$ cat src/rtl/prog_mem_loader.sv
// 16x8 program/data RAM on the CPU memory port with a byte-stream image loader that holds the CPU in reset until the image is complete.
// Optional checksum stage enabled by defining LOADER_CHECKSUM_EN (adds CHECK/ERR states and drives error).
module prog_mem_loader #(
    parameter int ADDR_W = 4,
    parameter int DATA_W = 8,
    parameter int DEPTH  = (1 << ADDR_W)
) (
    input  logic              clk,
    input  logic              reset,
    input  logic              load_start,
    input  logic              load_valid,
    input  logic [DATA_W-1:0] load_data,
    output logic              load_ready,
    input  logic              read,
    input  logic              write,
    input  logic [ADDR_W-1:0] address,
    input  logic [DATA_W-1:0] memoryIn,
    output logic [DATA_W-1:0] memoryOut,
    output logic              cpu_reset,
    output logic              done,
    output logic              error
);

`ifdef LOADER_CHECKSUM_EN
    typedef enum logic [2:0] {IDLE = 3'd0, LOAD = 3'd1, CHECK = 3'd2, RUN = 3'd3, ERR = 3'd4} state_t;
`else
    typedef enum logic [2:0] {IDLE = 3'd0, LOAD = 3'd1, RUN = 3'd3} state_t;
`endif

    state_t             state_r;
    logic [ADDR_W-1:0]  wptr_r;
    logic [DATA_W-1:0]  sum_r;
    logic [DATA_W-1:0]  mem [DEPTH];

    logic               load_wr_s;
    logic               run_wr_s;
    logic               last_s;
    logic [DATA_W-1:0]  sum_next_s;
    logic               mem_we_s;
    logic [ADDR_W-1:0]  mem_wa_s;
    logic [DATA_W-1:0]  mem_wd_s;

    // Write-port arbitration: image bytes in LOAD, CPU stores in RUN (a restart request drops the image byte)
    always_comb begin
        load_wr_s  = (state_r == LOAD) && load_valid && !load_start;
        run_wr_s   = (state_r == RUN) && write;
        last_s     = (wptr_r == ADDR_W'(DEPTH - 1));
        sum_next_s = sum_r + load_data;
        mem_we_s   = 1'b0;
        mem_wa_s   = {ADDR_W{1'b0}};
        mem_wd_s   = {DATA_W{1'b0}};
        if (load_wr_s) begin
            mem_we_s = 1'b1;
            mem_wa_s = wptr_r;
            mem_wd_s = load_data;
        end else if (run_wr_s) begin
            mem_we_s = 1'b1;
            mem_wa_s = address;
            mem_wd_s = memoryIn;
        end else begin
            mem_we_s = 1'b0;
        end
    end

    // Storage array; deliberately not cleared by reset
    always_ff @(posedge clk) begin
        if (!reset && mem_we_s) begin
            mem[mem_wa_s] <= mem_wd_s;
        end
    end

    // Loader FSM with write pointer and running byte sum
    always_ff @(posedge clk) begin
        if (reset) begin
            state_r <= IDLE;
            wptr_r  <= {ADDR_W{1'b0}};
            sum_r   <= {DATA_W{1'b0}};
        end else if (load_start) begin
            state_r <= LOAD;
            wptr_r  <= {ADDR_W{1'b0}};
            sum_r   <= {DATA_W{1'b0}};
        end else begin
            case (state_r)
                IDLE: state_r <= IDLE;
                LOAD: begin
                    if (load_valid) begin
                        wptr_r <= last_s ? {ADDR_W{1'b0}} : wptr_r + ADDR_W'(1);
                        sum_r  <= sum_next_s;
                        if (last_s) begin
`ifdef LOADER_CHECKSUM_EN
                            state_r <= CHECK;
`else
                            state_r <= RUN;
`endif
                        end
                    end
                end
`ifdef LOADER_CHECKSUM_EN
                CHECK: begin
                    if (load_valid) begin
                        state_r <= (sum_next_s == {DATA_W{1'b0}}) ? RUN : ERR;
                    end
                end
                ERR: state_r <= ERR;
`endif
                RUN: state_r <= RUN;
                default: state_r <= IDLE;
            endcase
        end
    end

    // Zero-latency CPU read: the CPU samples memoryOut in the same cycle it raises read
    always_comb begin
        if ((state_r == RUN) && read) begin
            memoryOut = mem[address];
        end else begin
            memoryOut = {DATA_W{1'b0}};
        end
    end

    assign cpu_reset = (state_r != RUN);
    assign done      = (state_r == RUN);
`ifdef LOADER_CHECKSUM_EN
    assign load_ready = (state_r == LOAD) || (state_r == CHECK);
    assign error      = (state_r == ERR);
`else
    assign load_ready = (state_r == LOAD);
    assign error      = 1'b0;
`endif

endmodule

$ cat config.mk
export PLATFORM = sky130hd
export DESIGN_NAME = prog_mem_loader
export DESIGN_NICKNAME = d
export VERILOG_FILES = /design/src/rtl/prog_mem_loader.sv
export SDC_FILE = /design/constraint.sdc
export NUM_CORES = 1
export LEC_CHECK = 0
export BUFFER_PORTS_ARGS = -buffer_cell sky130_fd_sc_hd__buf_2
export CAP_MARGIN = 5
export CORE_MARGIN = 4
export CORE_UTILIZATION = 60
export DETAILED_ROUTE_END_ITERATION = 12
export PLACE_DENSITY = 0.79
export SLEW_MARGIN = 20
export SYNTH_ARGS = -nofsm -noshare
export SYNTH_HDL_FRONTEND = slang
export SYNTH_SLANG_ARGS = --single-unit
export TNS_END_PERCENT = 20
$ cat constraint.sdc
create_clock -name clk -period 3.98 [get_ports clk]
set_clock_uncertainty 0.2 [all_clocks]
set_input_delay 0.796 -clock clk [delete_from_list [all_inputs] [get_ports clk]]
set_output_delay 0.796 -clock clk [all_outputs]
set_load 0.01 [all_outputs]
==> impl_results.md <==
- Cell Rows: 34
- Setup crit start kind: input pin
- Worst Setup End Kind: output port
- Total gr overflow: 0
- Final #Nets: 384
- Synth Instances: 298
- Antenna violations before repair: 0
- WP data arrival: 2.51 ns
- Standby leakage power: 2.22 nW
- IO Pins: 38
- Vias in the first global route: 3,208
- Synth Area per Inst: 18.6 um^2
- Worst vdd ir: 0.000342 V
- Max-capacitance violation count: 0
- Critical Path RT: 2.98 ns
- Yosys Warn Count: 0
- Synth Area in XOR/XNOR: 0.00158
- CTS root buf: clkbuf_8
- Overall Power: 3.12 mW
- Global-route usage over all layers: 0.239
- Clock sink count: 134
- Starting Density: 0.627
- Input/output buffers: 36
- Unrepaired setup endpoints after global routing: no
- Later-pin clock latency in the skew report: 0.51 ns
- Iteration-0 DRC count of the detailed router: 257
- # hold bufs at CTS: 0
- Die Area: 10,800 um^2
- CTS-repair resized insts: 0
- Global-route wire length before repair: 18.9 mm
- Largest net degree at the start of global routing: 28
- Crit path from: address[0]
- Vias per Instance: 6.49
- Post-synth EDFFs: 128
- Most frequent cells after synthesis: edfxtp_1 (128), mux4_2 (32), nor3_1 (14), mux2i_1 (10)
- Antenna viol nets, final: 0
- CORE AREA: 8850 um^2
- Period utilization: 0.881
- CTS tree: yes
- Slew Viols, Final: 0
- Sequential fraction of the synthesis area: 0.714
- TritonRoute pass-1 iters: 4
- Multiplexer share of the synthesized area: 0.148
- Min cycle time layout: 3.51 ns
- Die W: 104 um
- DPL Wire Length: 7.49 mm
- P&R area growth vs syn: 17.7%
- Run status: finished clean
- Post-CTS Setup Bufs: 0
- Min-Delay Startpoint: reset
- Synth unique cells: 42
- Drt drc: 0
- FF-to-FF Start: state_r[0]$_SDFFE_PP0P_
- Gpl congestion: 0.844
- Synth Flop Type: edfxtp_1
- Via count: 3,103
- Max Freq: 285 MHz
- Setup CP Type: input pin to output port
- Power per Cell Area: 478 nW/um^2
- Post-synth top area cell: edfxtp_1
- Worst hold path class: input pin to flip-flop
- Area contributors post-synth: edfxtp_1 (69%), mux4_2 (13%), dfxtp_1 (2.2%)
- CP max FO: 15
- Register bit total from synthesis: 134
- Count leader, synth: edfxtp_1
- Post-Synth Adder-Cell Area: 0.00226
- Yosys top cell area share: 0.693
- CTS Buf Count: 17
- Total Routed Length: 12.1 mm
- H-tree Lvls: 4
- Post-Synth Simple-Gate Area: 0.0625
- ANT cells: 0
- Max transition margin: 0.493
- Setup violators final: 0
- DIE HEIGHT: 104 um
- Layout cells sized above 1: 0.346
- Routed len/inst: 25.3 um
- Max Root-Sink Buffers: 2
- Synth Area in Compound Gates: 0.0467
- Mapped Area: 5550 um^2
- Worst-path clk slew: 0.06 ns
- Async set or reset register ratio after synthesis: 0
- Synth Net Count: 325
- Worst slew pin tran: 0.760 ns
- Main combinational cell family by area after synthesis: multiplexers
- Setup Total Neg Slack: 0 ns
- Final count of hold timing violations: 0
[metrics by stage]
step / utilization / std cells / instance area, um^2 / worst slack [ns] / hold WS, ns
floorplan: - / 298 / 5550 / 0.867 / 0.305
finish: 0.738 / 478 / 6530 / 0.474 / 0.331
global route: 0.738 / 478 / 6530 / 0.382 / 0.328
global placement: 0.674 / 446 / 5960 / 0.534 / 0.348
CTS: 0.738 / 478 / 6530 / 0.439 / 0.317
detailed placement: 0.674 / 446 / 5960 / 0.524 / 0.369
[report_power, final]
group          internal [mW]  switching [mW]  leakage [nW]
registers               1.53         0.00298          1.22
logic                 0.0510          0.0572         0.736
clock network          0.895           0.585         0.264
total                   2.48           0.645          2.22
[cells by family (layout without fill, tap and decap cells)]
kind of cell,Yosys count,count (layout)
flip-flops,134,134
AND/OR/NAND/NOR,59,59
buffers and inverters,29,101
AO/OA/AOI/OAI,31,31
multiplexers,42,42
other,1,1
adder cells (fa/ha/maj),1,1
XOR/XNOR,1,1
[worst paths after layout]
check                       endpoint  slack (ns)  depth (start not counted)
min reg2reg   wptr_r[0]$_SDFFE_PP0N_        0.37                          2
max reg2reg     mem[13][6]$_DFFE_PP_        1.26                          5
max                     memoryOut[0]        0.47                          6
min          state_r[0]$_SDFFE_PP0P_        0.33                          2
[metal layers]
| layer | global-route usage | wire [um] | share of wire |
|---|---|---|---|
| met5 | 0 | 0 | 0 |
| met1 | 0.316 | 4490 | 0.37 |
| met4 | 0.0893 | 249 | 0.021 |
| met3 | 0.0521 | 1180 | 0.097 |
| met2 | 0.395 | 6170 | 0.51 |
[layout make-up]
type,count,area (um^2)
clock inverter,14,150
timing repair buffer,61,368
multi-input combinational,135,1460
sequential,134,3960
fill,534,2320
tap,108,135
inverter,8,30.0
clock buffer,18,418
[state kept, by name, indices dropped and copies added (netlist names)]
| name | flops |
|---|---|
| mem | 128 |
| wptr_r | 4 |
| state_r | 2 |
[layout by cell type, fill, tap and decap left out, types with 2 or more instances in the layout]
master	n
a22o_1	9
a32oi_1	6
and3_1	2
buf_2	36
buf_4	25
bufinv_16	2
clkbuf_16	16
clkinv_1	2
clkinv_4	2
clkinvlp_4	4
dfxtp_1	6
edfxtp_1	128
inv_1	8
inv_6	4
mux2i_1	10
mux4_2	32
nand2_1	3
nand3_1	9
nand3b_1	9
nor2_1	5
nor3_1	14
nor4_1	4
o211ai_1	8
or2_2	2
[worst max-delay path, cell delays in order]
cell	delay (ns)
buf_2	0.28
buf_4	0.35
mux4_2	0.56
mux2i_1	0.19
o211ai_1	0.15
buf_2	0.18
Note: power is estimated with default switching activity, not from simulation.
